==> src/rtl/regfile_write_arbiter_pkg.sv <==
// Shared state encoding and default bank dimensions for the register-bank write arbiter.
package rf_arb_pkg;

    typedef enum logic {
        ST_IDLE  = 1'b0,
        ST_WRITE = 1'b1
    } state_t;

    localparam int DEF_BUS_WIDTH = 8;
    localparam int DEF_NUM_REGS  = 8;
    localparam int DEF_NUM_REQ   = 3;

    function automatic int wrap_inc(input int idx, input int n);
        return (idx + 1 >= n) ? 0 : idx + 1;
    endfunction

endpackage

==> src/rtl/regfile_write_arbiter_picker.sv <==
// Round-robin priority picker: first asserted request at or after ptr, wrapping to 0.
module rr_priority_picker
    import rf_arb_pkg::*;
#(
    parameter  int NUM_REQ = DEF_NUM_REQ,
    localparam int PTR_W   = $clog2(NUM_REQ)
) (
    input  logic [NUM_REQ-1:0] req,
    input  logic [PTR_W-1:0]   ptr,
    output logic [NUM_REQ-1:0] winner,
    output logic [PTR_W-1:0]   win_idx,
    output logic               valid
);

    always_comb begin
        int cand;
        cand    = 0;
        winner  = '0;
        win_idx = '0;
        valid   = 1'b0;
        for (int k = 0; k < NUM_REQ; k++) begin
            cand = int'(ptr) + k;
            if (cand >= NUM_REQ) cand = cand - NUM_REQ;
            if (!valid && req[cand]) begin
                valid        = 1'b1;
                winner[cand] = 1'b1;
                win_idx      = PTR_W'(cand);
            end
        end
    end

endmodule

==> src/rtl/regfile_write_arbiter.sv <==
// Round-robin arbiter sharing the register bank's single write port; every output is registered.
// Build option RF_ARB_ZERO_REG_EN: register 0 is hard-wired zero (granted, but no write strobe).
module regfile_write_arbiter
    import rf_arb_pkg::*;
#(
    parameter  int BUS_WIDTH  = DEF_BUS_WIDTH,
    parameter  int NUM_REGS   = DEF_NUM_REGS,
    parameter  int NUM_REQ    = DEF_NUM_REQ,
    localparam int ADDR_WIDTH = $clog2(NUM_REGS)
) (
    input  logic                          clk,
    input  logic                          rst,
    input  logic [NUM_REQ-1:0]            req,
    input  logic [NUM_REQ*ADDR_WIDTH-1:0] req_addr,
    input  logic [NUM_REQ*BUS_WIDTH-1:0]  req_data,
    output logic [NUM_REQ-1:0]            grant,
    output logic                          write_control,
    output logic [NUM_REGS-1:0]           wr_sel,
    output logic [BUS_WIDTH-1:0]          wr_data,
    output logic                          busy
);

    localparam int PTR_W = $clog2(NUM_REQ);

    state_t                r_state, w_state_nxt;
    logic [PTR_W-1:0]      r_ptr, w_ptr_nxt;
    logic [PTR_W-1:0]      r_win, w_win_nxt;
    logic [NUM_REQ-1:0]    r_grant, w_grant_nxt;
    logic                  r_wc, w_wc_nxt;
    logic [NUM_REGS-1:0]   r_sel, w_sel_nxt;
    logic [BUS_WIDTH-1:0]  r_data, w_data_nxt;
    logic                  r_busy, w_busy_nxt;

    logic [NUM_REQ-1:0]    w_pick_onehot;
    logic [PTR_W-1:0]      w_pick_idx;
    logic                  w_pick_valid;
    logic [ADDR_WIDTH-1:0] w_addr;

    rr_priority_picker #(
        .NUM_REQ (NUM_REQ)
    ) u_picker (
        .req     (req),
        .ptr     (r_ptr),
        .winner  (w_pick_onehot),
        .win_idx (w_pick_idx),
        .valid   (w_pick_valid)
    );

    assign w_addr = req_addr[int'(w_pick_idx)*ADDR_WIDTH +: ADDR_WIDTH];

    always_ff @(posedge clk) begin
        if (rst) begin
            r_state <= ST_IDLE;
            r_ptr   <= '0;
            r_win   <= '0;
            r_grant <= '0;
            r_wc    <= 1'b0;
            r_sel   <= '0;
            r_data  <= '0;
            r_busy  <= 1'b0;
        end else begin
            r_state <= w_state_nxt;
            r_ptr   <= w_ptr_nxt;
            r_win   <= w_win_nxt;
            r_grant <= w_grant_nxt;
            r_wc    <= w_wc_nxt;
            r_sel   <= w_sel_nxt;
            r_data  <= w_data_nxt;
            r_busy  <= w_busy_nxt;
        end
    end

    // Every output defaults to 0 so the WRITE strobe can only ever last one cycle.
    always_comb begin
        w_state_nxt = r_state;
        w_ptr_nxt   = r_ptr;
        w_win_nxt   = r_win;
        w_grant_nxt = '0;
        w_wc_nxt    = 1'b0;
        w_sel_nxt   = '0;
        w_data_nxt  = '0;
        w_busy_nxt  = 1'b0;
        case (r_state)
            ST_IDLE: begin
                if (w_pick_valid) begin
                    w_state_nxt = ST_WRITE;
                    w_win_nxt   = w_pick_idx;
                    w_grant_nxt = w_pick_onehot;
                    w_wc_nxt    = 1'b1;
                    w_data_nxt  = req_data[int'(w_pick_idx)*BUS_WIDTH +: BUS_WIDTH];
                    w_busy_nxt  = 1'b1;
                    // Out-of-range addresses match no bit, so the write is silently dropped.
                    for (int k = 0; k < NUM_REGS; k++) begin
                        if (w_addr == ADDR_WIDTH'(k)) w_sel_nxt[k] = 1'b1;
                    end
`ifdef RF_ARB_ZERO_REG_EN
                    if (w_addr == '0) begin
                        w_sel_nxt = '0;
                        w_wc_nxt  = 1'b0;
                    end
`endif
                end
            end
            ST_WRITE: begin
                w_state_nxt = ST_IDLE;
                w_ptr_nxt   = PTR_W'(wrap_inc(int'(r_win), NUM_REQ));
            end
            default: w_state_nxt = ST_IDLE;
        endcase
    end

    assign grant         = r_grant;
    assign write_control = r_wc;
    assign wr_sel        = r_sel;
    assign wr_data       = r_data;
    assign busy          = r_busy;

endmodule

==> config.mk <==
export PLATFORM = sky130hd
export DESIGN_NAME = regfile_write_arbiter
export DESIGN_NICKNAME = d
export VERILOG_FILES = /design/src/rtl/regfile_write_arbiter_pkg.sv /design/src/rtl/regfile_write_arbiter_picker.sv /design/src/rtl/regfile_write_arbiter.sv
export SDC_FILE = /design/constraint.sdc
export NUM_CORES = 1
export LEC_CHECK = 0
export ABC_AREA = 1
export CORE_AREA = 5 5 68 82
export DETAILED_ROUTE_END_ITERATION = 12
export DIE_AREA = 0 0 73 87
export GPL_TIMING_DRIVEN = 0
export SLEW_MARGIN = 10
export SYNTH_ARGS = -nofsm -noshare
export SYNTH_HDL_FRONTEND = slang
export SYNTH_SLANG_ARGS = --single-unit
==> constraint.sdc <==
create_clock -name clk -period 5.25 [get_ports clk]
set_input_delay 0.525 -clock clk [delete_from_list [all_inputs] [get_ports clk]]
set_output_delay 0.525 -clock clk [all_outputs]
set_load 0.01 [all_outputs]
* After elaboration in Yosys (flattened, before gate mapping) *
Index checks and enable logic that the tools add are counted.

word-level totals
  register bits after elaboration = 25
  input port bits = 38
  output and inout bits = 21
  word-level logic and storage cells = 86

cells by class
  $add $sub $neg = 6
  $mul = 1
  order comparisons = 10
  equal/unequal tests = 7
  shift-type cells = 2
  muxes and demuxes = 38
  bitwise logic cells = 4
  reductions and logical operators = 11

operator list
  cell                   count
  $ge 32x1->1 const B    3
  $lt 32x4->1 const B    3
  $mux 32                3
  $ge 32x3->1 const B    2
  $sub 32x3->32 const B  2
  $shiftx 24x6->8        1
  $mux 1                 21
  $eq 3x3->1 const B     4
  $mux 3                 3
  $shiftx 9x5->3         1
  $mux 2                 4
  $add 2x1->3 const B    2
  $bmux 1 s2             3
  $demux 1 s2            3
  $eq 3x2->1 const B     2
  $or 3x3->3             2
  $logic_and 1x1->1      5
  $mul 2x2->4 const B    1
  $add 2x2->3 const B    1
  $eq 3x1->1 const B     1
  $ge 3x2->1 const B     1
  $logic_not 3->1        1
  $reduce_or 3->1        1
  $sub 2x2->3 const B    1
  other kinds (6)        8

* Depth between registers and ports, before layout *
Gate-level depths: netlist of the first run.

  word-level depth = 16
  mapped depth = 16
  depth with buffers taken out = 15

* Modules after synthesis *
Synthesis of the first run repeated with hierarchy kept, for this count alone.

unflattened totals
  cell total of the unflattened synthesis = 196
  area total of the unflattened synthesis = 1356.3 sq um

modules (own cells, without submodules)
  module                 instances  cells an instance  area each (sq um)
  regfile_write_arbiter  1          135                1036.0
  rr_priority_picker     1          61                 320.3

* Least setup slack after synthesis of the first run *
No wires, ideal clock.

  path type = reg2reg
  start point = reg r_ptr[0]
  end point = reg r_sel[6] (netlist: wr_sel[6])
  library setup time = 0.115 ns
  arrival time = 1.799 ns
  data required time = 5.135 ns
  slack = 3.335 ns
  cell stages (with the launch flop) = 14
  clock period less this slack = 1.915 ns
  cell sequence = dfxtp_1 -> inv_1 -> ha_1 -> inv_2 -> nand3_1 -> nand2_2 -> nand3_1 -> nor2_1 -> nor2_4 -> buf_4 -> nand3_1 -> nand2_1 -> nand2_1 -> nor2_1

on the way
  cells in the longest elaborated chain, start to end = 16
  elaborated cells on any way between the ends = 36
  those cells by class = add/sub (5); mul (1); order compare (3); eq/ne (1); shift (1); mux (19); bitwise (1); reduce/logical (5)

ends and longest elaborated chain
  what                                                    line                         RTL
  start, declared                                         regfile_write_arbiter.sv:26  logic [PTR_W-1:0] r_ptr, w_ptr_nxt;
  start signal, assigned                                  regfile_write_arbiter.sv:63  r_ptr <= w_ptr_nxt;
  branches (longest 16 deep; another with $sub 32x3->32)  --
  end signal, assigned                                    regfile_write_arbiter.sv:67  r_sel <= w_sel_nxt;
  end, declared                                           regfile_write_arbiter.sv:30  logic [NUM_REGS-1:0] r_sel, w_sel_nxt;

Several ways; the timed one is not identified. The select of a mux whose other input is x is not followed.
A chain may end at the register's enable or synchronous reset.

* Final worst setup path of the first run *
  start point = reg r_ptr[0]
  end point = reg r_sel[4] (netlist: wr_sel[4])

The elaborated chain is that of the path after synthesis.

==> reports/metrics.yaml, run 1 <==
min_path:
  holdPathStages: 2
  hold_path_class: "reg2reg"
place:
  numPortBuffers: 58
  dp.cells: 327
  dpl.hpwl_um: 2997
  routabilityCongestion: 0.8669
critical_path:
  cp.required_ns: 5.42
  worst-path-max-fanout: 10
  path_cells: "inv_1, ha_1, inv_2, nand2_1, nand3_1, nand2_2, nand3_1, nor2_1, nor2_1, buf_4, nand2_1, nand2_1, nand2_1, nand2_1, nor2_1"
  cp_slowest_cell: "ha_1"
  cpPeakStageDelay_ns: 0.40
  worst-path-stages: 15
  critPathCaptureType: "flop"
  path_buf_inv: 3
  cp.arrival_ns: 2.41
  critical_path_class: "reg2reg"
  crit_top_cell: "nand2_1"
  cp-start-kind: "flop"
  reg2reg_depth: 15
  cp_top_family: "simple AND/OR/NAND/NOR gates"
power:
  power.switching_uw: 517.8
  powerDensity_nw_per_um2: 564.6
  p_comb_share_pct: 62.9
  peakVddDrop_v: 0.0001830
  seq_power_share_pct: 23.3
  p_int_uw: 662.7
  pwr-share-clk_pct: 13.8
  p_leak_nw: 0.9511
  swShare_pct: 43.86
synth:
  ys_types: 23
  synth_top_area_cell: "dfxtp_1"
  synth_area_per_cell_um2: 6.525
  synth_area_um2: 1364
  ys_seq_elements: 24
  syn-num-nets: 251
  synth_common_cells: "nand2_1 (80), nand3_1 (25), dfxtp_1 (24)"
  synth_area_leaders: "dfxtp_1 (35%), nand2_1 (22%), nand3_1 (9.2%)"
  synthCells: 209
  ys_seq_area_share_pct: 35.23
  synth_flop_cell: "dfxtp_1"
  yosysMostFrequentCell: "nand2_1"
  synth_warnings: 0
  netlist.area_leader.share_pct: 35.23
  synthArstFlopShare_pct: 0
  synth_enable_flop_cells: 0
clock_network:
  post-cts-setup-buffers: 0
  ctsHtreeMaxLevel: 1
  cts_tree: "yes"
  numCtsBuffers: 3
  clock_path_buffers: 2
  cts_root_buf: "clkbuf_8"
  cts.reportedPaths.clkPinSlew_ns: 0.09
  cts.sinks: 24
  ctsResizeCount: 0
  clock_latency_ns: 0.26
  cts_hold_buf: 0
drt:
  drt-total-wl_um: 3805
  ant_nets: 0
  vias_per_cell: 4.390
  vias: 1453
  drc: 0
  dr.pass1.iters: 4
  drtIter0Drc: 54
  avgRoutedWirePerCell_um: 11.50
global_routing:
  grt_max_degree: 15
  gr-usage-all-layers_pct: 11.90
  grt_pass1_wl_um: 5975
  grt.overflow.total: 0
  grt_pass1_vias: 1343
  antenna_found_initial: 0
die:
  die_h_um: 87
  dieArea_um2: 6351
  core-area_um2: 4765
  ios: 59
  die-width_um: 73
  initial_utilization_pct: 28.62
  rows: 28
timing:
  max_freq_ghz: 0.4452
  worst_pin_slew_ns: 0.2696
  hold_viol_final: 0
  setup_violations: 0
  slew_violations: 0
  rsz0062_at_grt: "no"
  tns_ns: 0
  max_slew_margin_pct: 81.96
  min_period_ns: 2.246
  fin_worst_skew_ns: 0.002771
  fin_crit_sh_pct: 42.78
run_status:
  status: "complete, no violations"
finish:
  finalNonFillerCells: 331
  areaGrowthSynthToFinish_pct: 53.30
  final_nets: 314
  layout-drive-gt1-share_pct: 9.594
  diodes: 0
run:
  cap_violations: 0
==> flip-flops by register name, summed over array words and instances, names as in the netlist <==
signal   count
r_win        2
r_ptr        2
wr_data      8
grant        3
r_state      1
wr_sel       8
==> logic make-up (layout without fill, tap and decap cells) <==
family | count (synthesis) | after routing | synth area share (%)
DFF | 24 | 24 | 35.23
adders and majority gates | 4 | 4 | 3.670
AOI/OAI and AO/OA | 23 | 23 | 9.542
buffers and inverters | 25 | 87 | 8.898
and+or+nand+nor | 133 | 133 | 42.66
==> power groups by stage <==
stage / clock [mW] / combinational [mW] / sequential, mW
after detailed placement: 0 / 0.755 / 0.280
after floorplan: 0 / 0.468 / 0.306
final: 0.162 / 0.743 / 0.275
after global routing: 0.175 / 0.840 / 0.284
after CTS: 0.169 / 0.757 / 0.276
after global placement: 0 / 0.750 / 0.279
==> placed cells by master (no fill, tap or decap) <==
| cell type | count |
|---|---|
| a21oi_1 | 11 |
| o211a_1 | 1 |
| a31oi_1 | 2 |
| bufinv_16 | 1 |
| nor2_4 | 1 |
| inv_2 | 4 |
| clkbuf_8 | 3 |
| buf_4 | 3 |
| nand3b_1 | 1 |
| nand2_4 | 1 |
| inv_1 | 15 |
| o21bai_1 | 1 |
| o21ai_2 | 1 |
| nand3_1 | 25 |
| dfxtp_1 | 24 |
| nor2_1 | 16 |
| nand4_2 | 1 |
| nand2_2 | 7 |
| buf_6 | 2 |
| nand3_2 | 1 |
| o22ai_1 | 1 |
| clkdlybuf4s50_1 | 58 |
| nand2_1 | 80 |
| o21ai_0 | 6 |
| ha_1 | 4 |
| buf_2 | 1 |
==> tightest hold or removal path, cell delays in order (launching register included) <==
cell	delay, ns
dfxtp_1	0.33
nand2_1	0.06
a21oi_1	0.06
==> per-layer routing <==
layer / routed length [um] / track usage (%) / vias up
li1: - / - / 788
met1: 1613 / 13.31 / 619
met2: 1932 / 22.05 / 42
met3: 223 / 2.540 / 4
met4: 35 / 3.523 / 0
met5: 0 / 0 / -
==> layout make-up <==
type                       instances  area (um2)
sequential                        24       480.5
clock inverter                     1       30.03
multi-input combinational        160       762.0
inverter                          19       71.32
timing repair buffer              58       580.6
clock buffer                       3       41.29
tap                               60       75.07
fill                             529        2674
buffer                             6       50.05
==> stage by stage <==
stage / setup slack (ns) / area (um2) / hold slack (ns) / util, % / power, mW
final: 3.004 / 2091 / 0.4868 / 43.88 / 1.181
after global routing: 2.774 / 2091 / 0.5133 / 43.88 / 1.299
after CTS: 2.960 / 2091 / 0.4894 / 43.88 / 1.201
after detailed placement: 2.775 / 2019 / 0.4701 / 42.38 / 1.035
after global placement: 2.795 / 2019 / 0.4701 / 42.38 / 1.028
after floorplan: 3.335 / 1364 / 0.4475 / - / 0.7738
==> worst paths after layout <==
| path | startpoint | endpoint | slack (ns) |
|---|---|---|---|
| worst max-delay path | r_ptr[0] | wr_sel[4] | 3.00 |
| worst min-delay path | r_win[0] | r_ptr[1] | 0.49 |
| worst max register to register | r_ptr[0] | wr_sel[4] | 3.00 |
| worst min register to register | r_win[0] | r_ptr[1] | 0.49 |
Note: power is estimated with default switching activity, not from simulation.
==> run 2, diff against run 1 <==
==> constraint.sdc (replaced) <==
create_clock -name clk -period 1.96 [get_ports clk]
set_input_delay 0.196 -clock clk [delete_from_list [all_inputs] [get_ports clk]]
set_output_delay 0.196 -clock clk [all_outputs]
set_load 0.01 [all_outputs]
==> run 2 against run 1 <==
Net effect: register-to-register slack got worse by 3.0 ns; clock skew rose by 0.0025 ns; setup slack got worse by 3.0 ns; design area rose by 26%; count of clock-buffer cells in the layout did not move; clock power rose to 2.7 times the previous value; via count rose by 13%; non-clock buffer count rose by 27; critical endpoint unchanged; largest power group unchanged; highest routed layer unchanged.
==> reports/metrics.yaml, run 2 (synthesis gave the netlist of run 1 again) <==
run_status:
  status: "complete, no violations"
global_routing:
  grt_pass1_wl_um: 6368
  grt_busiest_layer: "met2"
  grtUsageMet2_pct: 23.03
  antenna_found_initial: 0
  globalRouteMet3Util_pct: 2.656
  grt.overflow.total: 0
  grt_pass1_vias: 1437
  gr-usage-all-layers_pct: 12.63
  use_met1_pct: 14.30
  grt_max_degree: 15
critical_path:
  critPathCaptureType: "flop"
  cp.arrival_ns: 2.16
  cp-start-kind: "flop"
  cp.required_ns: 2.17
  worst-path-max-fanout: 5
  critical_path_class: "reg2reg"
run:
  cap_violations: 0
drt:
  drt-total-wl_um: 4764
  drc: 0
  vias_per_cell: 4.593
  ant_nets: 0
  drtIter0Drc: 70
  avgRoutedWirePerCell_um: 13.27
  dr.pass1.iters: 4
  vias: 1649
place:
  post-place-ws_ns: -0.3141
  routabilityCongestion: 0.8669
  numPortBuffers: 58
  place_area_um2: 2019
  dpl.hpwl_um: 2997
die:
  ios: 59
  core-area_um2: 4765
  die-width_um: 73
  initial_utilization_pct: 28.62
  dieArea_um2: 6351
  rows: 28
  die_h_um: 87
clock_network:
  cts.sinks: 24
  cts_root_buf: "clkbuf_8"
  cts.reportedPaths.clkPinSlew_ns: 0.09
  ctsHtreeMaxLevel: 1
  clock_path_buffers: 2
  numCtsBuffers: 3
  cts_tree: "yes"
  clock_latency_ns: 0.27
  cts_hold_buf: 0
timing:
  min_period_ns: 1.949
  setup_violations: 0
  fin_ws_ns: 0.01147
  slew_violations: 0
  tns_ns: 0
  fin_crit_sh_pct: 99.41
  worst_pin_slew_ns: 0.3250
  rsz0062_at_grt: "yes"
  max_slew_margin_pct: 78.10
  fin_worst_skew_ns: 0.005235
  max_freq_ghz: 0.5132
  hold_viol_final: 0
finish:
  layout-drive-gt1-share_pct: 35.45
  areaGrowthSynthToFinish_pct: 92.57
  utilization_pct: 55.12
  final_cell_mix: "nand2_1 (58), clkdlybuf4s50_1 (58), buf_4 (24), dfxtp_1 (22), nand2_2 (21)"
  final_nets: 342
  diodes: 0
  final_area_um2: 2626
power:
  p_leak_nw: 1.146
  powerDensity_nw_per_um2: 1666
  peakVddDrop_v: 0.0006759
min_path:
  hold_path_class: "in2reg"
[run 2: where the power goes]
part	switching, mW	internal (mW)
Clock	0.166	0.273
Sequential	0.0788	0.674
Combinational	1.70	1.49
Total	1.94	2.43
[run 2: repair_timing]
action | CTS | global route
pin swaps | 9 | 29
gates cloned | 2 | 2
setup endpoints to repair | 19 | 18
setup buffers | 4 | 20
resized for setup | 28 | 62
[run 2: final cells by class]
type / count / area (um2)
Fill cell: 472 / 2138
Clock inverter: 1 / 30.03
Inverter: 19 / 85.08
Buffer: 6 / 63.81
Sequential cell: 24 / 488.0
Tap cell: 60 / 75.07
Clock buffer: 3 / 41.29
Multi-Input combinational cell: 161 / 1042
Timing Repair Buffer: 85 / 800.8
[run 2: routing by layer]
metal  routed length, um  share of wire (%)
met2                2558                 54
met5                   0                  0
met3                 239                5.0
met4                  89                1.9
met1                1876                 39
[run 2: worst max-delay path: stages (launching register included)]
cell	delay [ns]
dfxtp_4	0.37
buf_6	0.12
ha_4	0.17
inv_4	0.07
nand2_4	0.05
nand3_4	0.11
nand2_4	0.09
buf_4	0.16
o21ai_0	0.28
nor2_2	0.11
nand2_1	0.07
nand2_1	0.06
nand2_2	0.08
nand2_2	0.07
nor2_2	0.10
[run 2: path summary, 6_finish.rpt]
kind	startpoint	endpoint	slack [ns]	cells after the start
worst min-delay path	req_data[17]	wr_data[1]	0.48	3
worst max register to register	r_ptr[0]	wr_sel[4]	0.01	14
worst max-delay path	r_ptr[0]	wr_sel[4]	0.01	14
worst min register to register	r_win[0]	r_ptr[1]	0.49	2
[run 2: metrics by stage]
step,power [mW],hold slack [ns],std cells
floorplan,2.073,0.3432,209
global placement,2.754,0.4701,327
detailed placement,2.771,0.4701,327
CTS,3.521,0.4760,337
global route,4.703,0.4873,359
finish,4.376,0.4801,359
==> run 3, diff against run 2 <==
--- a/config.mk
+++ b/config.mk
@@ -6,9 +6,10 @@
 export NUM_CORES = 1
 export LEC_CHECK = 0
 export ABC_AREA = 1
-export CORE_AREA = 5 5 68 82
+export CORE_AREA = 2 2 65 79
+export CTS_BUF_LIST = sky130_fd_sc_hd__clkbuf_2 sky130_fd_sc_hd__clkbuf_4 sky130_fd_sc_hd__clkbuf_8
 export DETAILED_ROUTE_END_ITERATION = 12
-export DIE_AREA = 0 0 73 87
+export DIE_AREA = 0 0 67 81
 export GPL_TIMING_DRIVEN = 0
 export SLEW_MARGIN = 10
 export SYNTH_ARGS = -nofsm -noshare
==> run 3 against run 2 <==
Net effect: core utilization decreased by 3.3 points; setup slack improved by 0.018 ns; via count decreased by 3.2%; clock skew decreased by 0.0028 ns; register-to-register slack improved by 0.02 ns; critical path depth increased by 2; routed wire length decreased by 9.2%; combinational power decreased by 9.7%; maximum frequency increased by 0.91%; design area decreased by 5.9%; sequential share of layout area increased by 1.2 points; clock power decreased by 2%; critical endpoint is now wr_sel[0]; highest routed layer unchanged.
==> reports/metrics.yaml, run 3 (synthesis gave the netlist of run 1 again) <==
drt:
  drc: 0
  avgRoutedWirePerCell_um: 12.44
  vias: 1597
  vias_per_cell: 4.589
  ant_nets: 0
  dr.pass1.iters: 4
  drt-total-wl_um: 4328
  drtIter0Drc: 43
finish:
  multi_input_area_um2: 965.9
  final_cell_mix: "nand2_1 (64), clkdlybuf4s50_1 (58), dfxtp_1 (22), nand2_2 (18), nand3_1 (15)"
  layout-drive-gt1-share_pct: 29.86
  final_nets: 331
  areaGrowthSynthToFinish_pct: 81.19
  final_area_um2: 2471
  seq_area_um2: 488.0
  diodes: 0
  final_common_cell: "nand2_1"
  nFillCells: 470
timing:
  fin_crit_sh_pct: 98.52
  max_freq_ghz: 0.5179
  fin_worst_skew_ns: 0.002443
  max_slew_margin_pct: 84.75
  worst_pin_slew_ns: 0.2264
  setup_violations: 0
  hold_viol_final: 0
  rsz0062_at_grt: "yes"
  slew_violations: 0
  fin_ws_ns: 0.02902
  holdWs_ns: 0.4779
  min_period_ns: 1.931
  tns_ns: 0
die:
  initial_utilization_pct: 28.62
  rows: 28
  die_h_um: 81
  die-width_um: 67
  ios: 59
  core-area_um2: 4765
  dieArea_um2: 5427
clock_network:
  cts_root_buf: "clkbuf_8"
  cts.reportedPaths.clkPinSlew_ns: 0.09
  cts_tree: "yes"
  ctsHtreeMaxLevel: 1
  clock_latency_ns: 0.26
  numCtsBuffers: 3
  cts.sinks: 24
  cts_hold_buf: 0
  clock_path_buffers: 2
place:
  post-place-ws_ns: -0.3037
  numPortBuffers: 58
  place_area_um2: 2019
  routabilityCongestion: 0.8074
  dpl.hpwl_um: 2865
min_path:
  hold_path_class: "reg2reg"
  min_from: "r_win[0]"
  holdPathStages: 2
  holdPathEnd: "r_ptr[1]"
global_routing:
  grt_max_degree: 15
  gr-usage-all-layers_pct: 14.78
  antenna_found_initial: 0
  grt.overflow.total: 0
  grt_pass1_vias: 1402
  grt_pass1_wl_um: 6154
critical_path:
  reg2reg_depth: 16
  path_buf_inv: 3
  path_cells: "inv_2, ha_4, inv_6, nand2_2, nand3_2, nand2_4, nand2_2, nand2_2, nand2_4, nand2_4, buf_6, nand2_2, nand3_2, nand2_2, nand2_2, nor2_1"
  cp-start-kind: "flop"
  cp.required_ns: 2.13
  cpPeakStageDelay_ns: 0.38
  worst-path-max-fanout: 7
  cp_top_family: "simple AND/OR/NAND/NOR gates"
  crit_top_cell: "nand2_2"
  critical_path_class: "reg2reg"
  worst-path-stages: 16
  cp.arrival_ns: 2.10
  r2r-end: "wr_sel[0]"
  critPathCaptureType: "flop"
  cp_slowest_cell: "dfxtp_4"
  r2r-start: "r_ptr[0]"
  rrSetupSlack_ns: 0.03
run_status:
  status: "complete, no violations"
power:
  powerDensity_nw_per_um2: 1639
  peakVddDrop_v: 0.0005409
  p_leak_nw: 1.075
run:
  cap_violations: 0
-- run 3: changes by cell type in the layout (fill, tap and decap cells not counted), sizes merged --
| cell | before | now |
|---|---|---|
| inv | 18 | 19 |
| clkinvlp | 1 | 0 |
| buf | 33 | 23 |
| nand2 | 89 | 88 |
-- run 3: where the power goes --
part	switching (mW)	internal, mW
combinational	1.56	1.31
sequential	0.0784	0.673
clock	0.160	0.273
total	1.80	2.25
-- run 3: how the worst max path moves through the flow --
stage | from | to
after floorplan | r_ptr[0] | wr_sel[6]
after global placement | r_ptr[0] | wr_sel[6]
after detailed placement | r_ptr[0] | wr_sel[6]
after CTS | r_ptr[0] | wr_sel[2]
after global routing | r_ptr[0] | wr_sel[7]
final | r_ptr[0] | wr_sel[0]
-- run 3: cell type report --
cell class                 instances  area share [%]
buffer                             6           2.430
clock buffer                       3           1.671
clock inverter                     1           1.215
inverter                          19           3.291
multi-input combinational        160           39.09
sequential                        24           19.75
tap                               60           3.038
timing repair buffer              75           29.52
-- run 3: worst reg2reg max path, delay by kind of cell (launching register included) --
kind          cells  cell delay, ns
flops             1            0.38
fa+ha+maj         1            0.32
simple gates     12            0.90
buf+inv           3            0.23
-- run 3: per-layer routing --
layer / wire length (um) / vias to the layer above / share of wire (%) / track usage, %
met4: 63 / 0 / 1.5 / 2.449
met3: 210 / 6 / 4.9 / 2.493
li1: - / 822 / - / -
met2: 2231 / 45 / 52 / 28.81
met1: 1822 / 724 / 42 / 16.60
met5: 0 / - / 0 / 0
-- run 3: through the flow --
stage	cells	total power, mW	util [%]
4_1_cts	337	3.482	46.77
3_3_place_gp	327	2.749	42.38
3_5_place_dp	327	2.762	42.38
6_report	348	4.050	51.86
5_1_grt	348	4.349	51.86
2_1_floorplan	209	2.073	-
-- run 3: repair_timing --
action                                  CTS  global route
pin swaps                                 4            22
resized for setup                        26            48
endpoints found under the setup margin   19            18
buffers inserted                          3            11
cloned                                    3             0
==> variant 1, RTL diff (flow settings as in run 1) <==
Change the package constant `DEF_BUS_WIDTH` from 8 to 10.
--- a/src/rtl/regfile_write_arbiter_pkg.sv
+++ b/src/rtl/regfile_write_arbiter_pkg.sv
@@ -7,5 +7,5 @@
     } state_t;
 
-    localparam int DEF_BUS_WIDTH = 8;
+    localparam int DEF_BUS_WIDTH = 10;
     localparam int DEF_NUM_REGS  = 8;
     localparam int DEF_NUM_REQ   = 3;
Ports: changed (resized req_data and wr_data); port bits go from 59 to 67. No check against the original RTL was run, so the function may have changed too.
==> variant 1 against run 1 <==
Sequential cell count is 2 higher; clock power is 28% lower; routed wire length is 6.9% higher; area after synthesis is 9.5% higher; worst setup slack better by 110 ps; cell count is 6.0% higher; cell area is 8.6% higher; power is 16% lower; largest cell class unchanged.
==> variant 1: results (changes against run 1) <==
Critical path:
- For this design, the slowest cell found on the critical path is dfxtp_1.
- The data arrival time of the critical path is 2290 ps (-120 ps).
- The worst-path maximum fanout is 10 (unchanged).

Place:
- The final weighted congestion in routability-driven placement is 0.803 (-7.4%).
- The port buffer count came to 66 (+14%).
- The pre-CTS worst setup slack came to 2880 ps (+110 ps).
- The HPWL after detailed placement came to 3190 um (+6.5%).
- The post-detailed-placement cell area was 0.00223 mm^2 (+10%).

Logic synthesis:
- Sorting the synthesized cells by area gives the leading types as dfxtp_1 35%, nand2_1 23%, a21oi_2 5.3%.
- The synthesized flop and latch total was 26 (+8.3%).
- The total of warnings raised by yosys came to 0 (unchanged).
- The fraction of the yosys area taken by sequential cells was 34.8% (-0.39 points).
- The synthesized-area fraction occupied by ao, oa, aoi and oai cells is 10.6% (+1.0 points).
- The synthesized-area fraction occupied by adder cells is 3.35% (-0.32 points).
- dfxtp_1 takes more of the synthesized area than any other cell.
- The commonest cells after synthesis are 92 x nand2_1, 26 x dfxtp_1, 15 x nand3_1, 15 x nor2_1, 14 x inv_1.

Power:
- The power dissipated in combinational cells was 0.612 mW (-18%).
- The clock power share is 11.6% (-2.2 points).
- The power spent charging and discharging nets is 0.438 mW (-15%).
- The combinational share of power was 61.4% (-1.5 points).

Cells and area:
- The buffering overhead came to 31.3% (+1.1 points).
- The proportion of layout cells with a drive suffix above 1 is 14.8% (+5.2 points).
- The number of fill cells is 504 (-4.7%).
- The number of flip-flops under the largest register name is 10.
- The number of buffers other than clock buffers in the final layout is 72 (+13%).
- The inverter count of the layout excluding clock inverters is 22 (+3).
- The final core utilization is 47.7% (+3.8 points).
- The multi-input combinational area share came to 36.9% (+0.47 points).
- The total number of multi-input combinational cells is 168 (+5.0%).
- The number of standard cells in the layout, taps in and fillers out was 351 (+6.0%).
- The clock buffer and inverter area fraction after layout is 1.82% (-1.6 points).

Global routing:
- The overall routing resource usage is 12.7% (+0.82 points).
- The pin count of the biggest net entering global routing is 14 (-1).
- The via count of the first global-routing pass is 1,473 (+9.7%).

Run status:
- The flow ran to the end, and the final reports show no timing, DRC or antenna violations.

Detailed routing:
- The post-detailed-route via-to-cell ratio came to 4.37 (-0.38%).
- The routed length per placed instance came to 11.6 um (+0.80%).
- The number of DRC markers after the initial detailed-route iteration is 45 (-17%).
- The total iterations of the first detailed-routing run came to 6 (+2).

Timing:
- The maximum clock skew at final layout is 5.29 ps (+2.52 ps).
- The transition at the pin with the smallest max-transition slack came to 246 ps (-23.7 ps).
==> variant 1: changes by cell type in the layout (fill, tap and decap cells not counted), sizes merged, moves of 3 or more <==
cell           delta
nand2            +16
clkdlybuf4s50     +8
nand3             -8
a21oi             +5
o21ai             -4
inv               +3
==> variant 1: path summary, 6_finish.rpt <==
path | start | to | slack, ps | depth (start not counted)
worst max register to register | r_ptr[0]$_SDFFE_PP0P_ | grant[1]$_SDFF_PP0_ | 3120 | 12
worst max-delay path | r_ptr[0]$_SDFFE_PP0P_ | grant[1]$_SDFF_PP0_ | 3120 | 12
worst min register to register | r_win[0]$_SDFFE_PP0P_ | r_ptr[1]$_SDFFE_PP0P_ | 490 | 2
worst min-delay path | r_win[0]$_SDFFE_PP0P_ | r_ptr[1]$_SDFFE_PP0P_ | 490 | 2
==> variant 1: per-layer routing <==
metal / track usage, % / part of all wire, %
met5: 0 / 0
met2: 21.6 / 45
met1: 16.2 / 45
met3: 2.31 / 8.3
met4: 3.52 / 0.96
==> variant 2, RTL diff (config.mk and constraints of run 1) <==
Made on the original files. Take the reset off `r_data` and load it in a clocked block of its own.
--- a/src/rtl/regfile_write_arbiter.sv
+++ b/src/rtl/regfile_write_arbiter.sv
@@ -57,5 +57,4 @@
             r_wc    <= 1'b0;
             r_sel   <= '0;
-            r_data  <= '0;
             r_busy  <= 1'b0;
         end else begin
@@ -66,7 +65,10 @@
             r_wc    <= w_wc_nxt;
             r_sel   <= w_sel_nxt;
-            r_data  <= w_data_nxt;
             r_busy  <= w_busy_nxt;
         end
+    end
+
+    always_ff @(posedge clk) begin
+        r_data <= w_data_nxt;
     end
 
Function: changed (Yosys sat finds a counterexample within 4 cycles, from zero or initial values and one cycle with rst high).
==> variant 2 against run 1 <==
Worst setup slack lost 36 ps; power grew 8.9%; die area is the same; sequential cell count is the same; routed wire length shrank 0.58%; area after synthesis grew 9.7%; cell area grew 5.6%; critical path type unchanged; largest power group unchanged.
==> variant 2: results (changes against run 1) <==
Cells and area:
- The number of fill cells is 511 (-3.4%).
- The proportion of layout cells with a drive suffix above 1 came to 19.5% (+9.9 points).
- The net count reported at finish is 304 (-3.2%).

CTS:
- The quantity of gates resized following cts was 0 (unchanged).
- The total CTS buffers came to 3 (unchanged).

Logic synthesis:
- Yosys attributes the largest share of cell area to dfxtp_1 32%, nand3_1 8.4%, nand2_1 8.0%.
- The xor-xnor portion of the synthesized cell area was 0% (unchanged).
- The portion of netlist area occupied by mux cells is 0% (unchanged).
- The synthesized-area fraction occupied by adder cells is 3.34% (-0.33 points).
- The fraction of the yosys area taken by sequential cells is 32.1% (-3.1 points).
- The share of Yosys cell area claimed by the top area cell type came to 32.1% (-3.1 points).
- By count the netlist is led by 32 x nand2_1, 25 x nand3_1, 24 x dfxtp_1.
- The number of distinct standard cells referenced by the synthesized netlist is 32 (+39%).
- The number of nets in the synthesized netlist is 241 (-4.0%).
- The number of standard cells after synthesis came to 199 (-4.8%).
- The synthesized-area fraction occupied by ao, oa, aoi and oai cells is 8.11% (-1.4 points).

Timing:
- The post-route worst setup slack is 2970 ps (-36.4 ps).
- The transition at the pin with the smallest max-transition slack is 302 ps (+32.3 ps).
- The maximum clock skew at final layout is 7.75 ps (+4.98 ps).
- The total count of max-transition violations in the final report was 0 (unchanged).

Global routing:
- The global-route wire length before repair is 6390 um (+6.9%).
- The overall routing resource usage is 12.6% (+0.73 points).
- The pin count of the biggest net entering global routing came to 14 (-1).
- The via count of the first global-routing pass is 1,422 (+5.9%).

Place:
- The pre-CTS worst setup slack came to 2770 ps (-1.23 ps).
- The HPWL after detailed placement came to 3120 um (+4.1%).
- The final weighted congestion in routability-driven placement is 0.821 (-5.3%).
- The total instance count after detailed placement is 317 (-3.1%).

Critical path:
- The cell with the largest stage delay on the worst path is dfxtp_1.
- The data arrival time of the critical path is 2440 ps (+30 ps).
- The endpoint of the lowest-slack register-to-register path is wr_sel[1]$_SDFF_PP0_.

Detailed routing:
- The number of DRC markers after the initial detailed-route iteration was 45 (-17%).
- The post-detailed-route via-to-cell ratio is 4.45 (+1.4%).
- The total detailed-routing wirelength is 3780 um (-0.58%).
- The routed length per placed instance is 11.8 um (+2.5%).

Power:
- The net switching share of the total power was 46.3% (+2.4 points).
- The sequential share of power was 21.5% (-1.8 points).
- The worst-case vdd ir drop is 0.227 mV (+24%).
- The static power due to leakage was 0.949 nW (-0.18%).
- The clock power share is 9.9% (-3.9 points).

Run status:
- The run finished with clean final reports.
[variant 2: stage by stage]
stage               power [mW]  hold WS, ps
floorplan                0.909          445
global placement          1.17          471
detailed placement        1.18          476
CTS                       1.31          490
global route              1.41          542
finish                    1.29          489
[variant 2: layer usage]
layer / share of wire, % / global-route usage (%) / up-vias / wire [um]
met2: 50 / 22.5 / 33 / 1890
met1: 43 / 15.3 / 629 / 1630
met3: 6.3 / 2.08 / 2 / 239
met4: 0.61 / 3.52 / 0 / 23
met5: 0 / 0 / - / 0
li1: - / - / 765 / -
[variant 2: worst min-delay path by stage]
stage	startpoint	to	slack, ps
after floorplan	r_win[1]$_SDFFE_PP0P_	r_win[1]$_SDFFE_PP0P_	440
after global placement	r_win[1]$_SDFFE_PP0P_	r_win[1]$_SDFFE_PP0P_	470
after detailed placement	r_win[1]$_SDFFE_PP0P_	r_win[1]$_SDFFE_PP0P_	480
after CTS	r_win[1]$_SDFFE_PP0P_	r_win[1]$_SDFFE_PP0P_	490
after global routing	r_win[1]$_SDFFE_PP0P_	r_win[1]$_SDFFE_PP0P_	540
final	r_win[1]$_SDFFE_PP0P_	r_win[1]$_SDFFE_PP0P_	490
[variant 2: cells by family (layout without fill, tap and decap cells)]
group / count (synthesis) / after routing
AOI/OAI and AO/OA: 21 / 21
adders and majority gates: 4 / 4
buffers and inverters: 26 / 88
DFF: 24 / 24
and+or+nand+nor: 124 / 124
[variant 2: area by class of cell]
type	count	area [um^2]	area share, %
Inverter	21	86.3	3.91
Sequential cell	24	480	21.8
Timing Repair Buffer	58	581	26.3
Multi-Input combinational cell	149	881	39.9
Buffer	5	48.8	2.21
Tap cell	60	75.1	3.40
Clock buffer	4	55.1	2.49
